--- src/rtl/scene_pkg.sv ---
// Shared scene/fade types and the per-channel brightness scaling helper
// for the background compositor.
package scene_pkg;

  typedef enum logic [1:0] {
    SCENE_MENU   = 2'd0,
    SCENE_LEVEL  = 2'd1,
    SCENE_RESULT = 2'd2
  } scene_t;

  typedef enum logic [1:0] {
    IDLE,
    FADE_OUT,
    SWAP,
    FADE_IN
  } fade_state_t;

  localparam logic [3:0] LVL_MAX = 4'd15;
  localparam int IMG_W = 320;
  localparam int IMG_H = 240;

  // (c * (lvl+1)) >> 4 on a 9-bit product
  function automatic logic [3:0] scale_ch(
    input logic [3:0] c,
    input logic [3:0] lvl
  );
    logic [4:0] l1;
    logic [8:0] p;
    l1 = {1'b0, lvl} + 5'd1;
    p  = {5'd0, c} * {4'd0, l1};
    return p[7:4];
  endfunction

endpackage

--- src/rtl/scene_compositor_fade_scaler.sv ---
// Combinational RGB444 brightness scaler; lvl=15 is unity, lvl=0 is black.
module fade_scaler
  import scene_pkg::*;
(
  input  logic [11:0] i_rgb,
  input  logic [3:0]  i_lvl,
  output logic [11:0] o_rgb
);

  assign o_rgb = {scale_ch(i_rgb[11:8], i_lvl),
                  scale_ch(i_rgb[7:4],  i_lvl),
                  scale_ch(i_rgb[3:0],  i_lvl)};

endmodule

--- src/rtl/scene_compositor.sv ---
// Background pixel path: ROM addressing, scene select, frame-timed
// fade-out/swap/fade-in and sync re-alignment to the ROM latency.
module scene_compositor
  import scene_pkg::*;
#(
  parameter int FRAMES_PER_STEP = 2,
  parameter int RESET_SCENE     = 0
) (
  input  logic        Clk,
  input  logic        Reset,
  input  logic [9:0]  DrawX,
  input  logic [9:0]  DrawY,
  input  logic        vid_on,
  input  logic        hs_in,
  input  logic        vs_in,
  input  logic [1:0]  scene_req,
  output logic [9:0]  ADDR_X,
  output logic [9:0]  ADDR_Y,
  input  logic [11:0] menu_pic,
  input  logic [11:0] level_pic,
  input  logic [11:0] result_pic,
  output logic [3:0]  VGA_R,
  output logic [3:0]  VGA_G,
  output logic [3:0]  VGA_B,
  output logic        VGA_HS,
  output logic        VGA_VS,
  output logic [1:0]  scene_cur,
  output logic        busy
);

  localparam int CW = (FRAMES_PER_STEP > 1) ? $clog2(FRAMES_PER_STEP) : 1;
  localparam logic [CW-1:0] CNT_LAST = CW'(FRAMES_PER_STEP - 1);
  localparam scene_t RST_SCENE = scene_t'(RESET_SCENE[1:0]);

  fade_state_t r_state;
  scene_t      r_scene;
  scene_t      r_target;
  logic [3:0]  r_lvl;
  logic [CW-1:0] r_cnt;
  logic        r_hs1;
  logic        r_vs1;
  logic        r_von1;

  logic        w_tick;
  logic        w_step;
  logic [11:0] w_pix;
  logic [11:0] w_scaled;

  assign ADDR_X = vid_on ? {1'b0, DrawX[9:1]} : 10'd0;
  assign ADDR_Y = vid_on ? {1'b0, DrawY[9:1]} : 10'd0;

  // r_vs1 doubles as the previous vs_in sample for edge detection
  assign w_tick = r_vs1 & ~vs_in;
  assign w_step = w_tick && (r_cnt == CNT_LAST);

  assign scene_cur = r_scene;
  assign busy      = (r_state != IDLE);

  always_comb begin
    w_pix = menu_pic;
    case (r_scene)
      SCENE_LEVEL:  w_pix = level_pic;
      SCENE_RESULT: w_pix = result_pic;
      default:      w_pix = menu_pic;
    endcase
  end

  fade_scaler u_scaler (
    .i_rgb (w_pix),
    .i_lvl (r_lvl),
    .o_rgb (w_scaled)
  );

  always_ff @(posedge Clk) begin
    if (Reset) begin
      r_hs1  <= 1'b1;
      r_vs1  <= 1'b1;
      r_von1 <= 1'b0;
      VGA_HS <= 1'b1;
      VGA_VS <= 1'b1;
      VGA_R  <= 4'd0;
      VGA_G  <= 4'd0;
      VGA_B  <= 4'd0;
    end else begin
      r_hs1  <= hs_in;
      r_vs1  <= vs_in;
      r_von1 <= vid_on;
      VGA_HS <= r_hs1;
      VGA_VS <= r_vs1;
      {VGA_R, VGA_G, VGA_B} <= r_von1 ? w_scaled : 12'd0;
    end
  end

  always_ff @(posedge Clk) begin
    if (Reset) begin
      r_state  <= IDLE;
      r_lvl    <= LVL_MAX;
      r_scene  <= RST_SCENE;
      r_target <= RST_SCENE;
      r_cnt    <= '0;
    end else begin
      case (r_state)
        IDLE: begin
          if (scene_req != 2'd3 && scene_req != r_scene) begin
            r_target <= scene_t'(scene_req);
            r_cnt    <= '0;
            r_state  <= FADE_OUT;
          end
        end
        FADE_OUT: begin
          if (w_step) begin
            r_cnt <= '0;
            r_lvl <= r_lvl - 4'd1;
            if (r_lvl == 4'd1) r_state <= SWAP;
          end else if (w_tick) begin
            r_cnt <= r_cnt + 1'b1;
          end
        end
        SWAP: begin
          r_scene <= r_target;
          r_cnt   <= '0;
          r_state <= FADE_IN;
        end
        FADE_IN: begin
          if (w_step) begin
            r_cnt <= '0;
            r_lvl <= r_lvl + 4'd1;
            if (r_lvl == LVL_MAX - 4'd1) r_state <= IDLE;
          end else if (w_tick) begin
            r_cnt <= r_cnt + 1'b1;
          end
        end
        default: r_state <= IDLE;
      endcase
    end
  end

endmodule

--- config.mk ---
export PLATFORM = sky130hd
export DESIGN_NAME = scene_compositor
export DESIGN_NICKNAME = d
export VERILOG_FILES = /design/src/rtl/scene_pkg.sv /design/src/rtl/scene_compositor_fade_scaler.sv /design/src/rtl/scene_compositor.sv
export SDC_FILE = /design/constraint.sdc
export NUM_CORES = 1
export LEC_CHECK = 0
export BUFFER_PORTS_ARGS = -buffer_cell sky130_fd_sc_hd__buf_2
export CAP_MARGIN = 20
export CORE_MARGIN = 1.5
export CORE_UTILIZATION = 35
export CTS_BUF_LIST = sky130_fd_sc_hd__clkbuf_8 sky130_fd_sc_hd__clkbuf_16
export DETAILED_ROUTE_END_ITERATION = 12
export HOLD_SLACK_MARGIN = 0.05
export SLEW_MARGIN = 25
export SYNTH_ARGS = -nofsm -noshare
export SYNTH_HDL_FRONTEND = slang
export SYNTH_SLANG_ARGS = --single-unit
--- constraint.sdc ---
create_clock -name Clk -period 7.3 [get_ports Clk]
set_input_delay 1.46 -clock Clk [delete_from_list [all_inputs] [get_ports Clk]]
set_output_delay 1.46 -clock Clk [all_outputs]
set_load 0.1 [all_outputs]
==> results.sh, run 1 <==
export IMPL_clkTransAtPathRegs_ns=0.11
export IMPL_wl_um=6920
export IMPL_final_max_slew_viol_count=0
export IMPL_via_count=2655
export IMPL_ys_async_sr_fraction=0
export IMPL_relSlewSlack=0.398
export IMPL_cts_path_max_buffers=2
export IMPL_crit_path_cell_trace="inv_1 -> ha_1 -> clkinv_1 -> o21ai_0 -> nand2b_1 -> fa_1 -> fa_1 -> inv_1 -> ha_1 -> and4_1 -> a41o_1 -> a31oi_1 -> mux2i_1"
export IMPL_critPathKind="reg2reg"
export IMPL_numCtsBuffers=3
export IMPL_min_delay_path_depth=1
export IMPL_finalPower_uw=584
export IMPL_synth_distinct_cells=47
export IMPL_dr_first_iter_drc_count=101
export IMPL_ios=100
export IMPL_final_hold_violation_count=0
export IMPL_n_antenna_cell=0
export IMPL_synth_edff_count=0
export IMPL_cts_root_buf="clkbuf_8"
export IMPL_slowest_stage="ha_1"
export IMPL_drcViolationCount=0
export IMPL_multi_input_area_sq_um=2150
export IMPL_p_sw_uw=262
export IMPL_seq_area_sq_um=561
export IMPL_p_int_uw=321
export IMPL_final_nets=552
export IMPL_area_delta_synth_final_pct=21.0
export IMPL_cts_tree="built"
export IMPL_leakagePower_uw=0.00183
export IMPL_antenna_found_initial=0
export IMPL_n_fill_cell=841
export IMPL_initial_core_util=0.368
export IMPL_fin_skew_ns=0.00215
export IMPL_die_x_um=93.8
export IMPL_max_cap_violations=0
export IMPL_synth_adder_area_share=0.264
export IMPL_synthMuxAreaShare=0.0277
export IMPL_gp_congestion=0.843
export IMPL_cts_hold_buf=0
export IMPL_synth_cells=350
export IMPL_drive_gt1_frac=0.248
export IMPL_drt_pass1_iter_count=4
export IMPL_cts_setup_buffers=0
export IMPL_critPathArrivalTime_ns=5.03
export IMPL_path_delay_family="adder cells"
export IMPL_swShare=0.449
export IMPL_hp_class="reg2reg"
export IMPL_netlist_area_sq_um=2890
export IMPL_antenna_left=0
export IMPL_fin_crit_ns=4.81
export IMPL_fin_setup_tns_ns=0
export IMPL_crit_fanout=21
export IMPL_synth_top_family_by_area="adder cells"
export IMPL_grt_use_total=0.162
export IMPL_max_stage_delay_ns=0.75
export IMPL_finalNonFillerCells=538
export IMPL_powerDensity_nw_per_um2=167
export IMPL_port_buffers=95
export IMPL_clock_fmax_mhz=208
export IMPL_ys_seq_elements=28
export IMPL_finalSetupViolCount=0
export IMPL_clock_latency_ns=0.29
export IMPL_status="complete, no violations"
export IMPL_place_inst=534
export IMPL_cts_num_sinks=28
export IMPL_seqPwrFrac=0.294
export IMPL_grt_pass1_vias=2513
export IMPL_synthSimpleGateAreaFrac=0.248
export IMPL_startpoint_type="flip-flop"
export IMPL_synth_ff_type="dfxtp_1"
export IMPL_min_delay_start="r_hs1"
export IMPL_timing_rr_end="VGA_R[3]"
export IMPL_fin_crit_sh=0.658
export IMPL_rows=32
export IMPL_die_h_um=93.8
export IMPL_fp_dieArea_sq_um=8810
export IMPL_synth_xor_area_frac=0.0576
export IMPL_synth_compound_area_share=0.146
export IMPL_reg2reg_depth=13
export IMPL_grt_pass1_wl_um=11200
export IMPL_avgRoutedWirePerCell_um=12.9
export IMPL_r2r_slack_ns=2.49
export IMPL_seq_area_frac_synth=0.194
export IMPL_grt_max_degree=22
export IMPL_cp_required_ns=7.53
export IMPL_clock_power_share=0.223
export IMPL_critPathCaptureType="flip-flop"
export IMPL_worst_pin_slew_ns=0.896
export IMPL_rsz0062_at_grt="no"
export IMPL_vdd_drop_max_uv=90.5
export IMPL_htreeDepth=1
export IMPL_avgViaCountPerCell=4.93
export IMPL_p_comb_frac=0.483
export IMPL_ys_warn_count=0
export IMPL_syn_area_per_cell_sq_um=8.25
export IMPL_ctsResizeCount=0
export IMPL_rr_startpoint="scene_cur[0]"
export IMPL_cp_buffers_inverters=3
export IMPL_coreArea_sq_um=7850
export IMPL_overflow=0
export IMPL_hpwl_um=5530
export IMPL_holdPathEnd="VGA_HS"
## kinds of logic (layout without fill, tap and decap cells)
group,Yosys count,in the layout
AOI/OAI and AO/OA,62,62
xor gates and xnor gates,19,19
adders and majority gates,52,52
buffers and inverters,42,127
DFF,28,28
muxes,8,8
other,1,2
and+or+nand+nor,138,138
## layout by cell type, fill, tap and decap left out, drive strengths merged, types with 2 or more instances in the layout
master	count
a211oi	3
dfxtp	28
ha	37
and2	22
nor3	6
xor2	9
conb	2
mux2i	8
a22oi	5
nor2	36
a31oi	4
a21o	8
buf	95
fa	15
a221oi	4
nand3	4
clkbuf	3
inv	27
o21a	3
o21ai	7
a21oi	17
xnor2	10
nand2	26
nor2b	11
or4b	2
nand4b	2
or2	7
nand2b	14
a31o	2
a221o	3
## state kept, by name, indices dropped and copies added (netlist names)
register and count:
VGA_B 4, VGA_G 4, VGA_R 4, r_lvl 4, r_state 2, r_target 2
scene_cur 2, VGA_HS 1, VGA_VS 1, r_cnt 1, r_hs1 1, r_von1 1
r_vs1 1
## power groups by stage
stage | registers [uW] | clock network (uW) | logic [uW]
after floorplan | 199 | 0 | 203
after global placement | 175 | 0 | 280
after detailed placement | 175 | 0 | 282
after CTS | 172 | 135 | 283
after global routing | 174 | 142 | 308
final | 172 | 130 | 282
## how the worst max path moves through the flow
stage                    end         start  depth (start not counted)
finish              VGA_R[3]  scene_cur[0]                         13
global route        VGA_R[3]  scene_cur[0]                         14
CTS                 VGA_R[3]  scene_cur[0]                         13
detailed placement  VGA_R[3]  scene_cur[0]                         14
global placement    VGA_R[3]  scene_cur[0]                         14
floorplan           VGA_R[3]  scene_cur[0]                         15
## worst register-to-register path, delay by kind of cell (launching register included)
kind,cells,cell delay (ns)
adders and majority gates,4,2.04
and+or+nand+nor,2,0.42
buffers and inverters,3,0.61
DFF,1,0.43
AOI/OAI and AO/OA,3,1.05
muxes,1,0.19
## metrics by stage
| stage | hold slack, ns | utilization | area, sq um | worst slack, ns |
|---|---|---|---|---|
| 2_1_floorplan | 0.389 | - | 2890 | 2.73 |
| 3_3_place_gp | 0.394 | 0.436 | 3420 | 2.58 |
| 3_5_place_dp | 0.402 | 0.436 | 3420 | 2.49 |
| 4_1_cts | 0.434 | 0.445 | 3490 | 2.45 |
| 5_1_grt | 0.455 | 0.445 | 3490 | 2.16 |
| 6_report | 0.430 | 0.445 | 3490 | 2.49 |
## layer usage
metal,up-vias,GRT usage,routed length (um)
met5,-,0,0
met4,0,0.0547,125
met3,6,0.0194,383
met2,76,0.291,3420
met1,1220,0.198,2990
li1,1353,-,-
## Yosys cell counts (2+ instances only)
cell type / number / area share
and2_1: 22 / 0.048
nand4b_1: 2 / 0.0061
xor2_1: 9 / 0.027
ha_1: 37 / 0.16
nand2b_1: 14 / 0.030
mux2i_1: 8 / 0.028
fa_1: 15 / 0.10
nand3_1: 4 / 0.0069
a22oi_1: 5 / 0.013
inv_1: 27 / 0.035
a211oi_1: 3 / 0.0078
nand2_1: 26 / 0.034
nor3_1: 6 / 0.010
or4b_1: 2 / 0.0069
dfxtp_1: 28 / 0.19
a221oi_1: 4 / 0.012
clkbuf_1: 7 / 0.0091
buf_2: 4 / 0.0069
or2_2: 7 / 0.015
nor2b_1: 11 / 0.024
a21oi_1: 17 / 0.029
o21ai_0: 7 / 0.012
xnor2_1: 10 / 0.030
nor2_1: 36 / 0.047
a21o_1: 8 / 0.021
a31oi_1: 4 / 0.0087
a221o_1: 3 / 0.010
o21a_1: 3 / 0.0078
a31o_2: 2 / 0.0061
buf_4: 2 / 0.0052
## final cells by class
cell class / instances / area share
multi-input cells: 281 / 0.616
flip-flops and latches: 28 / 0.160
repair buffers: 95 / 0.136
well taps: 102 / 0.0365
inverters: 28 / 0.0301
clock buffers: 3 / 0.0118
clock inverters: 1 / 0.00860
No activity file was read; power rests on OpenSTA's default activity.
==> run 2: changes to the inputs <==
- ABC_AREA: not set -> 1
- clock period: 7.3 -> 4.21 ns (I/O delays scaled with it)
==> results.sh, run 2 <==
export IMPL_status="complete, no violations"
export IMPL_grt_use_total=0.168
export IMPL_n_antenna_cell=0
export IMPL_hp_class="reg2reg"
export IMPL_cp_required_ns=4.40
export IMPL_synth_edff_count=0
export IMPL_ctsResizeCount=0
export IMPL_via_count=3062
export IMPL_fin_skew_ns=0.00655
export IMPL_overflow=0
export IMPL_relSlewSlack=0.665
export IMPL_clock_latency_ns=0.29
export IMPL_yosysTopAreaCell="dfxtp_1"
export IMPL_vdd_drop_max_uv=251
export IMPL_initial_core_util=0.359
export IMPL_avgRoutedWirePerCell_um=11.3
export IMPL_cts_path_max_buffers=2
export IMPL_drcViolationCount=0
export IMPL_antenna_found_initial=0
export IMPL_crit_fanout=9
export IMPL_powerDensity_nw_per_um2=507
export IMPL_drive_gt1_frac=0.259
export IMPL_synth_commonest_cells="101 x nand2_1, 84 x inv_1, 57 x nor2_1"
export IMPL_coreArea_sq_um=8680
export IMPL_cts_setup_buffers=0
export IMPL_cts_root_buf="clkbuf_8"
export IMPL_startpoint_type="flip-flop"
export IMPL_avgViaCountPerCell=4.60
export IMPL_r2r_slack_ns=0.35
export IMPL_rows=34
export IMPL_gp_congestion=0.833
export IMPL_clkTransAtPathRegs_ns=0.10
export IMPL_final_hold_violation_count=0
export IMPL_wl_um=7540
export IMPL_final_max_slew_viol_count=0
export IMPL_hold_ws_ns=0.422
export IMPL_synth_cells=458
export IMPL_netlist_area_sq_um=3120
export IMPL_cts_tree="built"
export IMPL_cts_hold_buf=0
export IMPL_worst_pin_slew_ns=0.503
export IMPL_grt_max_degree=20
export IMPL_rr_startpoint="scene_cur[0]"
export IMPL_critPathArrivalTime_ns=4.05
export IMPL_max_cap_violations=0
export IMPL_syn_area_per_cell_sq_um=6.80
export IMPL_synth_top_area_share=0.180
export IMPL_rsz0062_at_grt="no"
export IMPL_dr_first_iter_drc_count=84
export IMPL_numCtsBuffers=3
export IMPL_final_nets=673
export IMPL_ys_warn_count=0
export IMPL_place_area_sq_um=3740
export IMPL_die_h_um=97.3
export IMPL_cts_num_sinks=28
export IMPL_fin_crit_ns=3.86
export IMPL_antenna_left=0
export IMPL_critPathKind="reg2reg"
export IMPL_grt_pass1_wl_um=13300
export IMPL_min_delay_path_depth=1
export IMPL_reg2reg_depth=16
export IMPL_die_x_um=97.3
export IMPL_final_util=0.439
export IMPL_fin_setup_tns_ns=0
export IMPL_fin_crit_sh=0.917
export IMPL_seq_area_frac_synth=0.180
export IMPL_synth_area_top_cells="dfxtp_1 18%, ha_1 15%, nand2_1 12%"
export IMPL_hpwl_um=6290
export IMPL_timing_rr_end="VGA_R[3]"
export IMPL_synth_most_common_cell="nand2_1"
export IMPL_grt_pass1_vias=3072
export IMPL_fp_dieArea_sq_um=9480
export IMPL_layout_commonest_cell="nand2_1"
export IMPL_clock_fmax_mhz=259
export IMPL_synth_ff_type="dfxtp_1"
export IMPL_drt_pass1_iter_count=4
export IMPL_final_cell_area_sq_um=3810
export IMPL_final_cell_mix="101 x nand2_1, 95 x buf_2, 84 x inv_1"
export IMPL_ios=100
export IMPL_area_delta_synth_final_pct=22.3
export IMPL_synth_distinct_cells=36
export IMPL_leakagePower_uw=0.00227
export IMPL_finalSetupViolCount=0
export IMPL_ys_async_sr_fraction=0
export IMPL_holdPathEnd="VGA_HS"
export IMPL_ys_seq_elements=28
export IMPL_port_buffers=95
export IMPL_critPathCaptureType="flip-flop"
export IMPL_min_delay_start="r_hs1"
export IMPL_htreeDepth=1
==> run 2: changes by cell type after synthesis, sizes merged, moves of 11 or more <==
cell,previous run,this run
inv,27,87
nor2b,11,0
and2,22,0
nand2,26,110
nand3,4,36
nor2,36,61
nand2b,14,0
o21ai,7,18
==> run 2: kinds of logic (layout without fill, tap and decap cells) <==
family | after synthesis | in the layout | synth area share
compound gates | 52 | 52 | 0.101
xor+xnor | 6 | 6 | 0.0193
simple gates | 221 | 221 | 0.329
other cells | 1 | 2 | 0.00120
buf+inv | 98 | 196 | 0.124
flops | 28 | 28 | 0.180
fa+ha+maj | 52 | 52 | 0.245
==> run 2: worst max path at each step <==
| stage | from | end | slack (ns) | cells after the start |
|---|---|---|---|---|
| 6_report | scene_cur[0] | VGA_R[3] | 0.35 | 16 |
| 5_1_grt | scene_cur[0] | VGA_R[3] | 0.02 | 16 |
| 4_1_cts | scene_cur[0] | VGA_R[3] | 0.24 | 15 |
| 3_5_place_dp | result_pic[2] | VGA_B[3] | 0.25 | 15 |
| 3_3_place_gp | result_pic[10] | VGA_R[3] | 0.28 | 15 |
| 2_1_floorplan | scene_cur[0] | VGA_R[3] | 0.08 | 17 |
==> run 2: power by group <==
group,internal [uW],switching [uW],total [uW]
Sequential,310,22.3,332
Clock,128,97.5,225
Combinational,405,971,1380
Total,843,1090,1930
==> run 2: area by class of cell <==
type                       count  area [sq um]
clock buffer                   3          41.3
clock inverter                 1          30.0
fill                         924          4870
inverter                      89           334
multi-input combinational    333          2170
sequential                    28           563
tap                          108           135
timing repair buffer         103           536
==> run 2: stage by stage <==
stage          total power (uW)  std cells  setup slack, ns
3_3_place_gp               1690        661            0.283
6_report                   1930        665            0.350
4_1_cts                    1950        665            0.237
2_1_floorplan              1440        459           0.0840
5_1_grt                    2140        665           0.0155
3_5_place_dp               1710        661            0.254
==> run 2: critical path, cell delays in order, from the launching register on <==
cell and delay (ns):
dfxtp_2 0.35, inv_1 0.08, ha_1 0.39, a221o_1 0.41, o21ai_1 0.22, nor2_1 0.11, fa_1 0.51, inv_1 0.05
fa_1 0.53, inv_1 0.04, ha_1 0.36, a21oi_1 0.21, nor2_1 0.06, a211oi_1 0.23, nand3_1 0.11, nand2_1 0.07
nor2_1 0.04
==> run 2: routing by layer <==
metal | share of wire | track usage | vias up
met5 | 0 | 0 | -
met4 | 0.029 | 0.0549 | 0
met3 | 0.062 | 0.0295 | 15
met2 | 0.48 | 0.310 | 97
met1 | 0.43 | 0.194 | 1328
li1 | - | - | 1622
